File: src/rtl/id_stage.sv
// RV32I decode stage: decodes the fetched instruction into ALU function/operands and registers it into ID/EX.
// Optional feature: define ID_ILLEGAL_INST_EN to flag undecodable instructions on ex_illegal.
module id_stage #(
    parameter logic [31:0] RESET_PC = 32'h0000_0000
) (
    input  logic        clk,
    input  logic        rst_n,
    input  logic        if_valid,
    output logic        if_ready,
    input  logic [31:0] if_pc,
    input  logic [31:0] if_inst,
    input  logic        flush,
    output logic [4:0]  rf_rs1_addr,
    output logic [4:0]  rf_rs2_addr,
    input  logic [31:0] rf_rs1_data,
    input  logic [31:0] rf_rs2_data,
    output logic        ex_valid,
    input  logic        ex_ready,
    output logic [31:0] ex_pc,
    output logic [4:0]  ex_alu_fn,
    output logic [31:0] ex_op1,
    output logic [31:0] ex_op2,
    output logic [31:0] ex_store_data,
    output logic [4:0]  ex_rd,
    output logic        ex_wb_en,
    output logic        ex_mem_ren,
    output logic        ex_mem_wen,
    output logic        ex_br,
    output logic        ex_jmp,
    output logic        ex_illegal
);

    localparam logic [4:0] ALU_X = 5'd0, ALU_ADD = 5'd1, ALU_SUB = 5'd2, ALU_AND = 5'd3,
                           ALU_OR = 5'd4, ALU_XOR = 5'd5, ALU_SLL = 5'd6, ALU_SRL = 5'd7,
                           ALU_SRA = 5'd8, ALU_SLT = 5'd9, ALU_SLTU = 5'd10;

    localparam logic [6:0] OPC_OP = 7'b0110011, OPC_OPIMM = 7'b0010011, OPC_LUI = 7'b0110111,
                           OPC_AUIPC = 7'b0010111, OPC_LOAD = 7'b0000011, OPC_STORE = 7'b0100011,
                           OPC_BRANCH = 7'b1100011, OPC_JAL = 7'b1101111, OPC_JALR = 7'b1100111;

    // Handshake: a transfer happens on a clock edge where valid and ready are both high;
    // valid must not depend on ready, and ready may depend on valid.

    logic [6:0]  opcode, funct7;
    logic [2:0]  funct3;
    logic [4:0]  rd, rs1, rs2;
    logic [31:0] imm_i, imm_s, imm_u;

    assign opcode = if_inst[6:0];
    assign rd     = if_inst[11:7];
    assign funct3 = if_inst[14:12];
    assign rs1    = if_inst[19:15];
    assign rs2    = if_inst[24:20];
    assign funct7 = if_inst[31:25];
    assign imm_i  = {{20{if_inst[31]}}, if_inst[31:20]};
    assign imm_s  = {{20{if_inst[31]}}, if_inst[31:25], if_inst[11:7]};
    assign imm_u  = {if_inst[31:12], 12'b0};

    assign rf_rs1_addr = rs1;
    assign rf_rs2_addr = rs2;

    logic [4:0]  d_fn;
    logic [31:0] d_op1, d_op2;
    logic        d_wb, d_ren, d_wen, d_br, d_jmp, d_bad, d_ill;
    logic        use_rs1, use_rs2;

    always_comb begin
        d_fn    = ALU_X;
        d_op1   = 32'd0;
        d_op2   = 32'd0;
        d_wb    = 1'b0;
        d_ren   = 1'b0;
        d_wen   = 1'b0;
        d_br    = 1'b0;
        d_jmp   = 1'b0;
        d_bad   = 1'b0;
        use_rs1 = 1'b0;
        use_rs2 = 1'b0;
        case (opcode)
            OPC_OP: begin
                use_rs1 = 1'b1;
                use_rs2 = 1'b1;
                d_op1   = rf_rs1_data;
                d_op2   = rf_rs2_data;
                d_wb    = 1'b1;
                case (funct3)
                    3'd0:    d_fn = funct7[5] ? ALU_SUB : ALU_ADD;
                    3'd1:    d_fn = ALU_SLL;
                    3'd2:    d_fn = ALU_SLT;
                    3'd3:    d_fn = ALU_SLTU;
                    3'd4:    d_fn = ALU_XOR;
                    3'd5:    d_fn = funct7[5] ? ALU_SRA : ALU_SRL;
                    3'd6:    d_fn = ALU_OR;
                    default: d_fn = ALU_AND;
                endcase
                // Only ADD/SUB and SRL/SRA have an alternate funct7 encoding.
                d_bad = !((funct7 == 7'h00) ||
                          (funct7 == 7'h20 && (funct3 == 3'd0 || funct3 == 3'd5)));
            end
            OPC_OPIMM: begin
                use_rs1 = 1'b1;
                d_op1   = rf_rs1_data;
                d_op2   = (funct3 == 3'd1 || funct3 == 3'd5) ? {27'd0, if_inst[24:20]} : imm_i;
                d_wb    = 1'b1;
                case (funct3)
                    3'd0:    d_fn = ALU_ADD;
                    3'd1:    d_fn = ALU_SLL;
                    3'd2:    d_fn = ALU_SLT;
                    3'd3:    d_fn = ALU_SLTU;
                    3'd4:    d_fn = ALU_XOR;
                    3'd5:    d_fn = funct7[5] ? ALU_SRA : ALU_SRL;
                    3'd6:    d_fn = ALU_OR;
                    default: d_fn = ALU_AND;
                endcase
                d_bad = ((funct3 == 3'd1) && (funct7 != 7'h00)) ||
                        ((funct3 == 3'd5) && (funct7 != 7'h00) && (funct7 != 7'h20));
            end
            OPC_LUI: begin
                d_op2 = imm_u;
                d_fn  = ALU_ADD;
                d_wb  = 1'b1;
            end
            OPC_AUIPC: begin
                d_op1 = if_pc;
                d_op2 = imm_u;
                d_fn  = ALU_ADD;
                d_wb  = 1'b1;
            end
            OPC_LOAD: begin
                use_rs1 = 1'b1;
                d_op1   = rf_rs1_data;
                d_op2   = imm_i;
                d_fn    = ALU_ADD;
                d_wb    = 1'b1;
                d_ren   = 1'b1;
                d_bad   = (funct3 == 3'd3) || (funct3 == 3'd6) || (funct3 == 3'd7);
            end
            OPC_STORE: begin
                use_rs1 = 1'b1;
                use_rs2 = 1'b1;
                d_op1   = rf_rs1_data;
                d_op2   = imm_s;
                d_fn    = ALU_ADD;
                d_wen   = 1'b1;
                d_bad   = (funct3 > 3'd2);
            end
            OPC_BRANCH: begin
                use_rs1 = 1'b1;
                use_rs2 = 1'b1;
                d_op1   = rf_rs1_data;
                d_op2   = rf_rs2_data;
                d_fn    = ALU_SUB;
                d_br    = 1'b1;
                d_bad   = (funct3 == 3'd2) || (funct3 == 3'd3);
            end
            OPC_JAL, OPC_JALR: begin
                use_rs1 = (opcode == OPC_JALR);
                d_op1   = if_pc;
                d_op2   = 32'd4;
                d_fn    = ALU_ADD;
                d_wb    = 1'b1;
                d_jmp   = 1'b1;
                d_bad   = (opcode == OPC_JALR) && (funct3 != 3'd0);
            end
            default: d_bad = 1'b1;
        endcase
        // Undecodable encodings collapse to a NOP that reads nothing and writes nothing.
        if (d_bad) begin
            d_fn    = ALU_X;
            d_wb    = 1'b0;
            d_ren   = 1'b0;
            d_wen   = 1'b0;
            d_br    = 1'b0;
            d_jmp   = 1'b0;
            use_rs1 = 1'b0;
            use_rs2 = 1'b0;
        end
        d_wb = d_wb && (rd != 5'd0);
    end

`ifdef ID_ILLEGAL_INST_EN
    assign d_ill = d_bad;
`else
    assign d_ill = 1'b0;
`endif

    logic adv, haz;

    assign adv = !ex_valid || ex_ready;
    assign haz = ex_valid && ex_mem_ren && (ex_rd != 5'd0) && if_valid &&
                 ((use_rs1 && (ex_rd == rs1)) || (use_rs2 && (ex_rd == rs2)));
    assign if_ready = flush || (adv && !haz);

    always_ff @(posedge clk or negedge rst_n) begin
        if (!rst_n) begin
            ex_valid      <= 1'b0;
            ex_pc         <= RESET_PC;
            ex_alu_fn     <= ALU_X;
            ex_op1        <= 32'd0;
            ex_op2        <= 32'd0;
            ex_store_data <= 32'd0;
            ex_rd         <= 5'd0;
            ex_wb_en      <= 1'b0;
            ex_mem_ren    <= 1'b0;
            ex_mem_wen    <= 1'b0;
            ex_br         <= 1'b0;
            ex_jmp        <= 1'b0;
            ex_illegal    <= 1'b0;
        end else if (flush || (adv && (haz || !if_valid))) begin
            // Empty slot: data fields keep stale values, control flags are cleared.
            ex_valid   <= 1'b0;
            ex_wb_en   <= 1'b0;
            ex_mem_ren <= 1'b0;
            ex_mem_wen <= 1'b0;
            ex_br      <= 1'b0;
            ex_jmp     <= 1'b0;
            ex_illegal <= 1'b0;
        end else if (adv) begin
            ex_valid      <= 1'b1;
            ex_pc         <= if_pc;
            ex_alu_fn     <= d_fn;
            ex_op1        <= d_op1;
            ex_op2        <= d_op2;
            ex_store_data <= rf_rs2_data;
            ex_rd         <= rd;
            ex_wb_en      <= d_wb;
            ex_mem_ren    <= d_ren;
            ex_mem_wen    <= d_wen;
            ex_br         <= d_br;
            ex_jmp        <= d_jmp;
            ex_illegal    <= d_ill;
        end
    end

endmodule

File: config.mk
export PLATFORM = sky130hd
export DESIGN_NAME = id_stage
export DESIGN_NICKNAME = d
export VERILOG_FILES = /design/src/rtl/id_stage.sv
export SDC_FILE = /design/constraint.sdc
export NUM_CORES = 1
export LEC_CHECK = 0
export ABC_AREA = 1
export CAP_MARGIN = 20
export CORE_ASPECT_RATIO = 2
export CORE_MARGIN = 1.5
export CORE_UTILIZATION = 49
export CTS_CLUSTER_SIZE = 10
export DETAILED_ROUTE_END_ITERATION = 7
export GPL_TIMING_DRIVEN = 1
export PLACE_DENSITY = 0.95
export SKIP_CTS_REPAIR_TIMING = 1
export SLEW_MARGIN = 20
export SYNTH_ARGS = -nofsm -noshare
export SYNTH_HDL_FRONTEND = slang
export SYNTH_SLANG_ARGS = --single-unit
File: constraint.sdc
create_clock -name clk -period 4.9 [get_ports clk]
set_input_delay 0.735 -clock clk [delete_from_list [all_inputs] [get_ports clk]]
set_output_delay 0.735 -clock clk [all_outputs]
set_load 0.02 [all_outputs]
==> flow_summary_export.csv <==
group,metric,value,unit
layout,final_layout_size_suffix_gt1_share,5.91,%
placed_design,placed_cells,1434,
clock_tree,cts.sinks,143,
setup_path,cp-end-kind,"output pin",
global_routing,antenna_found_initial,2,
global_routing,grt_overflow,0,
power,leakagePower,0.00546,uW
setup_path,reg2reg_depth,13,
routing,drt_iter0_markers,716,
routing,drt.antenna.violating_nets,0,
routing,drcViolationCount,0,
floorplan,pin_count,289,
sta,slew_violations,0,
clock_tree,ctsRootBufferMaster,"clkbuf_16",
global_routing,grt_pass1_vias,8350,
setup_path,worstSetupStartpointType,"input port",
min_path,hp-class,"input port to asynchronous set/reset pin",
setup_path,worst_ep_required_time,4.16,ns
layout,mostFrequentLayoutCells,"nand2_1, clkdlybuf4s50_1, nand4_1",
setup_path,r2r-end,"ex_store_data[17]",
sta,finalSetupTns,0,ns
layout,synthToLayoutAreaGrowth,44.5,%
floorplan,die_area,16600,um2
clock_tree,tritoncts,"done",
layout,final_common_cell,"nand2_1",
floorplan,start_util,50.2,%
logic_synthesis,yosys_warnings,0,
logic_synthesis,synth_cell_types,34,
sta,finClkSkew,0.00757,ns
routing,dr.pass1.iters,6,
clock_tree,ctsLongestPathBuffers,2,
placed_design,dp_hpwl,19200,um
global_routing,grt.total_usage,34.3,%
routing,dr_total_vias,8523,
placed_design,place.gp.congestion,0.932,
power,total_power,3530,uW
sta,worstMarginPinSlew,0.995,ns
setup_path,worst-setup-path-type,"input port to output pin",
placed_design,portBuffers,286,
floorplan,coreArea,15400,um2
sta,post-route-period-util,79.8,%
logic_synthesis,yosys_register_bits,143,
routing,vias_per_cell,5.80,
floorplan,fp.dieW,91.8,um
run_status,outcome,"completed",
layout,fill_cells,1184,
run,maxCapViolCount,0,
setup_path,arrival,3.18,ns
logic_synthesis,ys_seq_area_share,46.3,%
sta,rsz0062_at_grt,"false",
setup_path,worstReg2RegStart,"ex_rd[4]",
routing,wl_per_cell,19.1,um
clock_tree,htreeDepth,4,
global_routing,grt_max_degree,109,
clock_tree,numCtsBuffers,17,
sta,slew_headroom,33.7,%
power,max-vdd-ir-drop,0.000248,V
logic_synthesis,synthCells,1026,
clock_tree,clk_pin_slew_worst_paths,0.06,ns
layout,multi_input_area,3440,um2
sta,period_needed,3.91,ns
logic_synthesis,postSynthAreaPerCell,7.53,um2
power,p_per_area,316,nW/um2
clock_tree,clock_latency,0.43,ns
logic_synthesis,syn_area,7720,um2
sta,hold_viol,0,
layout,seq_area,3580,um2
sta,setup_viol,0,
layout,finalNetCount,1389,
sta,max_freq,256,MHz
floorplan,die_height,181,um
floorplan,rows,64,
layout,stdcell_count,1469,
setup_path,rrSetupSlack,2.28,ns
setup_path,worstPathMaxFanout,8,
routing,routed_wl,28000,um
global_routing,grt_pass1_wl,43900,um
cell usage after synthesis:
cell type  instances  area (um2)
a21o_1             1        7.51
a21oi_1            3        15.0
a22oi_1            1        7.51
a31oi_1            1        6.26
buf_1              5        18.8
buf_2              9        45.0
buf_4             16         120
buf_6             11         124
clkbuf_1          49         184
conb_1             1        3.75
dfrtp_1          143        3580
inv_1             56         210
inv_2              9        33.8
nand2_1          395        1480
nand2_2            4        25.0
nand2_4            1        11.3
nand3_1           41         205
nand3_2            1        10.0
nand3_4            1        17.5
nand4_1          146         913
nor2_1            30         113
nor2_2             5        31.3
nor2_4             3        33.8
nor2_8             1        20.0
nor3_1            11        55.1
nor3_2             1        10.0
o211ai_1           1        7.51
o21ai_0           69         345
o21ai_1            1        5.00
o221ai_1           1        8.76
o22ai_1            1        6.26
o31ai_1            1        7.51
or2_2              1        6.26
xnor2_1            6        52.6
through the flow:
step,util [%],area [um2],setup slack [ns],hold WS (ns)
after floorplan,-,7720,2.05,0.439
after global placement,68.1,10500,1.12,0.452
after detailed placement,68.2,10500,1.03,0.457
after CTS,72.4,11100,1.03,0.472
after global routing,72.6,11200,0.853,0.216
final,72.6,11200,0.989,0.200
worst max path at each step:
stage	slack (ns)	end	startpoint	depth (start not counted)
floorplan	2.05	if_ready	if_inst[14]	11
global placement	1.12	if_ready	if_inst[5]	10
detailed placement	1.03	if_ready	if_inst[5]	10
CTS	1.03	if_ready	if_inst[5]	10
global route	0.85	if_ready	if_inst[5]	10
finish	0.99	if_ready	if_inst[5]	10
area by class of cell:
cell class | count | area share (%)
Sequential cell | 143 | 32.1
Tap cell | 198 | 2.22
Clock inverter | 13 | 1.79
Clock buffer | 19 | 3.97
Timing Repair Buffer | 300 | 26.9
Multi-Input combinational cell | 729 | 30.8
Inverter | 65 | 2.21
Antenna cell | 2 | 0.0448
registers in the layout, summed over array words and instances, names as in the netlist:
signal,count
ex_op2,32
ex_br,1
ex_store_data,32
ex_mem_ren,1
ex_rd,5
ex_pc,32
ex_valid,1
ex_mem_wen,1
ex_wb_en,1
ex_op1,32
ex_alu_fn,4
ex_jmp,1
power by group:
| group | switching (uW) | leakage [uW] | total [uW] | internal, uW |
|---|---|---|---|---|
| Clock | 547 | 0.000311 | 1430 | 878 |
| Sequential | 66.7 | 0.00188 | 1350 | 1280 |
| Combinational | 407 | 0.00326 | 753 | 346 |
| Total | 1020 | 0.00546 | 3530 | 2500 |
worst max-delay path, cell delays in order:
cell	delay [ns]
clkdlybuf4s50_1	0.61
nand3_1	0.18
nor2_2	0.34
inv_2	0.10
nand3_1	0.09
nand2_1	0.06
a21oi_1	0.24
nand2_4	0.10
a21o_1	0.17
clkdlybuf4s50_1	0.55
kinds of logic (layout without fill, tap and decap cells):
| group | count (synthesis) | in the layout | share of synthesized area (%) |
|---|---|---|---|
| AND/OR/NAND/NOR | 641 | 641 | 38.0 |
| buffers and inverters | 155 | 397 | 9.53 |
| flip-flops | 143 | 143 | 46.3 |
| AO/OA/AOI/OAI | 80 | 80 | 5.40 |
| XOR/XNOR | 6 | 6 | 0.681 |
| other | 1 | 4 | 0.0486 |
per-layer routing:
layer  vias up  wire [um]  GRT usage [%]
li1       3861          -              -
met1      3955       9110           37.1
met2       564      14400           57.6
met3       143       2390           7.89
met4         0       2110           25.5
met5         -          0              0
(Power assumes the default switching activity.)
==> variant 1 (same flow settings) <==
Build with the macro `ID_ILLEGAL_INST_EN` defined.
--- a/src/rtl/id_stage.sv
+++ b/src/rtl/id_stage.sv
@@ -1,5 +1,7 @@
 // RV32I decode stage: decodes the fetched instruction into ALU function/operands and registers it into ID/EX.
 // Optional feature: define ID_ILLEGAL_INST_EN to flag undecodable instructions on ex_illegal.
+`define ID_ILLEGAL_INST_EN
+
 module id_stage #(
     parameter logic [31:0] RESET_PC = 32'h0000_0000
 ) (
Check against the original RTL: not equivalent (a bounded check fails within 4 cycles, from zero or initial values and one cycle with rst_n low).
==> variant 1 against the original RTL <==
  * Register-to-register slack lost 0.18 ns
  * Total power decreased by 4.1%
  * Cell count decreased by 0.95%
  * First-iteration DRC count fell by 21%
  * Wire length fell by 2.6%
  * Combinational power shrank 0.7%
  * Sequential cell count rose by 1
  * Setup slack improved by 0.014 ns
  * Area after synthesis down 0.86%
  * Design area decreased by 1.4%
  * Highest routed layer unchanged
==> variant 1: results (changes against the original RTL) <==
| Metric | Value |
|---|---|
| WP data arrival | 3.16 ns (was 3.18 ns) |
| DRT Pass-1 Iters | 5 (was 6) |
| Clock-cell share | 5.20% (was 5.76%) |
| Layout fillers | 1,132 (was 1,184) |
| Critical Path End | if_ready (unchanged) |
| Register area share after synthesis | 47.1% (was 46.3%) |
| Global-route wire length before repair | 42,800 um (was 43,900 um) |
| Register area | 3600 um^2 (was 3580 um^2) |
| Worst vdd ir | 0.254 mV (was 0.248 mV) |
| Design area | 11,000 um^2 (was 11,200 um^2) |
| Routability Congestion | 0.964 (was 0.932) |
| FF-to-FF End | ex_op1[7] (was ex_store_data[17]) |
| Synth unique cells | 28 (was 34) |
| IO Port Bufs | 287 (was 286) |
| Post-Synth XOR/XNOR Area | 0.458% (was 0.681%) |
| Pin count of the biggest net entering global routing | 97 (was 109) |
| Data buffer area share | 27.0% (was 26.9%) |
| Initial antenna violation count | 1 (was 2) |
| Reg2reg setup slack | 2.10 ns (was 2.28 ns) |
| Multi-input gate share of total cell area | 30.2% (was 30.8%) |
| Layout cells sized above 1 | 5.10% (was 5.91%) |
| Final setup skew | 0.00918 ns (was 0.00757 ns) |
| Synth top area cells | dfrtp_1 (47%), nand2_1 (18%), nand4_1 (12%) (was dfrtp_1 (46%), nand2_1 (19%), nand4_1 (12%)) |
| Cells after Synth | 1,014 (was 1,026) |
| Static leakage | 5.40 nW (was 5.46 nW) |
| Final wirelength | 27,300 um (was 28,000 um) |
| Fmax | 0.257 GHz (was 0.256 GHz) |
| Clk_lat worst skew | 0.43 ns (about the same) |
| Compound-Gate Fraction of Synth Area | 7.42% (was 5.40%) |
| Die area | 16,400 um^2 (was 16,600 um^2) |
| Number of nets in the layout | 1,375 (was 1,389) |
| Min Hold Slack | 0.372 ns (was 0.200 ns) |
| Pre-CTS setup slack | 1.04 ns (was 1.03 ns) |
| Vias in the first global route | 8,068 (was 8,350) |
| Post-DP HPWL | 19,000 um (was 19,200 um) |
| Multi-In Gates | 708 (was 729) |
| Root Driver | clkbuf_16 (unchanged) |
| Reg2reg path depth | 10 (was 13) |
| Logic pwr share | 22.1% (was 21.4%) |
| Average routed wire per standard cell | 18.7 um (was 19.1 um) |
| Nonclk buf count | 299 (was 300) |
| DRT iter0 DRCs | 567 (was 716) |
| GRT Resource Usage Total | 33.6% (was 34.3%) |
| Status | complete, no violations (unchanged) |
| Seq cells | 144 (was 143) |
| Comb power | 0.748 mW (was 0.753 mW) |
| CP peak stage delay | 0.55 ns (was 0.61 ns) |
| Clkbuf count | 18 (was 19) |
| Invs w/o clock | 72 (was 65) |
| Internal Power | 2.38 mW (was 2.50 mW) |
| Hold Path Class | input port to async pin (unchanged) |
| Slew margin rel. | 31.3% (was 33.7%) |
| Crit Path Max Fanout | 6 (was 8) |
| Placed cell areas | 10,400 um^2 (was 10,500 um^2) |
variant 1: cell count changes in the layout (fill, tap and decap cells not counted), moves of 3 or more:
cell | before | now
a22oi_1 | 1 | 15
clkinv_2 | 0 | 4
clkinvlp_4 | 1 | 6
inv_1 | 56 | 64
inv_6 | 4 | 1
nand2_1 | 395 | 375
nand2_2 | 4 | 1
nand3_1 | 41 | 26
nor2_1 | 29 | 36
nor2_4 | 4 | 1
nor3_1 | 11 | 6
o21ai_0 | 69 | 73
variant 1: metal layers:
metal | vias to the layer above | part of all wire (%) | GRT usage, %
met5 | - | 0 | 0
met4 | 0 | 7.2 | 23.3
met3 | 118 | 8.4 | 8.08
met2 | 540 | 51 | 57.1
met1 | 3951 | 33 | 36.0
li1 | 3840 | - | -
variant 1: worst max-delay path, delay by kind of cell:
| kind | cells | cell delay [ns] |
|---|---|---|
| AND/OR/NAND/NOR | 7 | 1.16 |
| buffers and inverters | 3 | 1.10 |
| AO/OA/AOI/OAI | 1 | 0.16 |
==> variant 2 (same flow settings) <==
Without the edit above. Make the reset (`rst_n`) synchronous in one clocked block.
--- a/src/rtl/id_stage.sv
+++ b/src/rtl/id_stage.sv
@@ -191,7 +191,7 @@
                  ((use_rs1 && (ex_rd == rs1)) || (use_rs2 && (ex_rd == rs2)));
     assign if_ready = flush || (adv && !haz);
 
-    always_ff @(posedge clk or negedge rst_n) begin
+    always_ff @(posedge clk) begin
         if (!rst_n) begin
             ex_valid      <= 1'b0;
             ex_pc         <= RESET_PC;
Formal check against the unedited RTL: differs if rst_n is asserted again (counterexample within 4 cycles, from zero or initial values and one cycle with rst_n low); with rst_n held inactive, the same outputs for 4 cycles.
==> variant 2 against the original RTL <==
  * Utilization is 0.32 points higher
  * Global-route usage is 2.6 points lower
  * Wire length is 7.9% lower
  * Total power is 5.9% lower
  * Die area is 2.5% lower
  * Setup slack better by 0.050 ns
  * Clock skew is 0.0063 ns higher
  * Area after synthesis is 2.6% lower
  * Sequential cell count stayed put
  * Design area is 2.7% lower
  * Critical endpoint unchanged
  * Largest cell class is now multi-input gates
  * Highest routed layer unchanged
==> variant 2: results (changes against the original RTL) <==
| Metric | Value |
|---|---|
| Post-DP HPWL | 18,100 um (was 19,200 um) |
| Vias in the first global route | 8,125 (was 8,350) |
| Final setup skew | 0.0138 ns (was 0.00757 ns) |
| Synth top area cells | dfxtp_1 (38%), nand2_1 (22%), nor2_1 (15%) (was dfrtp_1 (46%), nand2_1 (19%), nand4_1 (12%)) |
| Cells after Synth | 1,255 (was 1,026) |
| Number of nets in the layout | 1,628 (was 1,389) |
| Status | complete, no violations (unchanged) |
| Hold Path Class | register to register (was input port to async pin) |
| Global-route wire length before repair | 40,000 um (was 43,900 um) |
| Synth unique cells | 33 (was 34) |
| P_sw | 0.962 mW (was 1.02 mW) |
| Setup tns final | 0 ns (unchanged) |
| Root Driver | clkbuf_16 (unchanged) |
| Average routed wire per standard cell | 15.1 um (was 19.1 um) |
| Slowest cell on crit path | clkdlybuf4s50_1 (unchanged) |
| Synth warn | 0 (unchanged) |
| Routability Congestion | 0.934 (was 0.932) |
| Metal-1 WL | 8790 um (was 9110 um) |
| Static leakage | 5.48 nW (was 5.46 nW) |
| CTS buffer count | 17 (unchanged) |
| Post-synth top cells | nand2_1 (432), nor2_1 (302), inv_1 (167) (was nand2_1 (395), nand4_1 (146), dfrtp_1 (143)) |
| Most common flop cell mapped by yosys | dfxtp_1 (was dfrtp_1) |
| Worst vdd ir | 0.271 mV (was 0.248 mV) |
| Uppermost routed layer | met4 (unchanged) |
| Least-Margin Pin Slew | 1.11 ns (was 0.995 ns) |
| Non-filler cells, final | 1,703 (was 1,469) |
| Clk power | 1.36 mW (was 1.43 mW) |
| Routed wl met2 | 13,400 um (was 14,400 um) |
| DRT iter0 DRCs | 501 (was 716) |
| Register area share after synthesis | 38.1% (was 46.3%) |
| Pin count of the biggest net entering global routing | 139 (was 109) |
| Seq power | 1.28 mW (was 1.35 mW) |
| DRT Pass-1 Iters | 5 (was 6) |
| CP delay by family, top | buffers and inverters (unchanged) |
| Met3 wire len | 1720 um (was 2390 um) |
| GRT Resource Usage Total | 31.7% (was 34.3%) |
| Clock Path Buffers | 2 (unchanged) |
| Clk_lat worst skew | 0.44 ns |
| CP peak stage delay | 0.54 ns (was 0.61 ns) |
| Layout Area Growth over Synthesis | 44.4% (was 44.5%) |
| N_diodes | 0 (was 2) |
| Crit Path Max Fanout | 22 (was 8) |
| FFs w/ async S/R, synth | 0% (was 100%) |
| Clock transition at the registers of the reported paths | 0.06 ns (about the same) |
| Via count | 8,460 (was 8,523) |
| IO Port Bufs | 286 (unchanged) |
| Initial antenna violation count | 0 (was 2) |
| Layout fillers | 1,115 (was 1,184) |
| Layout cells sized above 1 | 3.98% (was 5.91%) |
| Htree depth | 4 (unchanged) |
## variant 2: changes by cell type after synthesis, moves of 9 or more
cell,delta
nand3_1,-18
buf_1,+9
nand2_1,+37
clkbuf_1,-32
o21ai_0,-26
dfxtp_1,+143
inv_1,+111
nor2_1,+272
nand4_1,-143
a22oi_1,+18
dfrtp_1,-143
## variant 2: kinds of logic after synthesis
group                     count (synthesis)  synth area share, %
xor gates and xnor gates                  4                0.466
DFF                                     143                 38.1
other                                     1               0.0499
buffers and inverters                   250                 15.0
and+or+nand+nor                         777                 40.1
AOI/OAI and AO/OA                        80                 6.30
## variant 2: per-stage QoR
stage          utilization (%)  setup slack [ns]  hold WS, ns  cell area [um^2]  total power, mW
2_1_floorplan                -              2.41        0.585              7530             1.65
3_3_place_gp              68.8              1.07        0.495             10200             1.96
3_5_place_dp              68.8              1.08        0.499             10300             1.97
4_1_cts                   72.9              1.07        0.512             10900             3.33
5_1_grt                   72.9             0.879        0.533             10900             3.45
6_report                  72.9              1.04        0.508             10900             3.32
## variant 2: final cells by class
class / instances / share of cell area, %
inverters: 176 / 6.08
clock inverters: 14 / 1.67
repair buffers: 294 / 27.1
well taps: 195 / 2.25
flip-flops and latches: 143 / 26.4
multi-input cells: 863 / 32.6
clock buffers: 18 / 3.95
## variant 2: final timing paths
path	depth (start not counted)	from	endpoint	slack, ns
max	12	if_inst[2]	if_ready	1.04
max reg2reg	14	ex_rd[3]	ex_op2[19]	2.53
min	4	ex_alu_fn[3]	ex_alu_fn[3]	0.51
min reg2reg	4	ex_alu_fn[3]	ex_alu_fn[3]	0.51
## variant 2: layer usage
metal | vias to the layer above | GRT usage [%]
li1 | 4178 | -
met1 | 3734 | 30.8
met2 | 441 | 58.1
met3 | 107 | 6.99
met4 | 0 | 23.3
met5 | - | 0
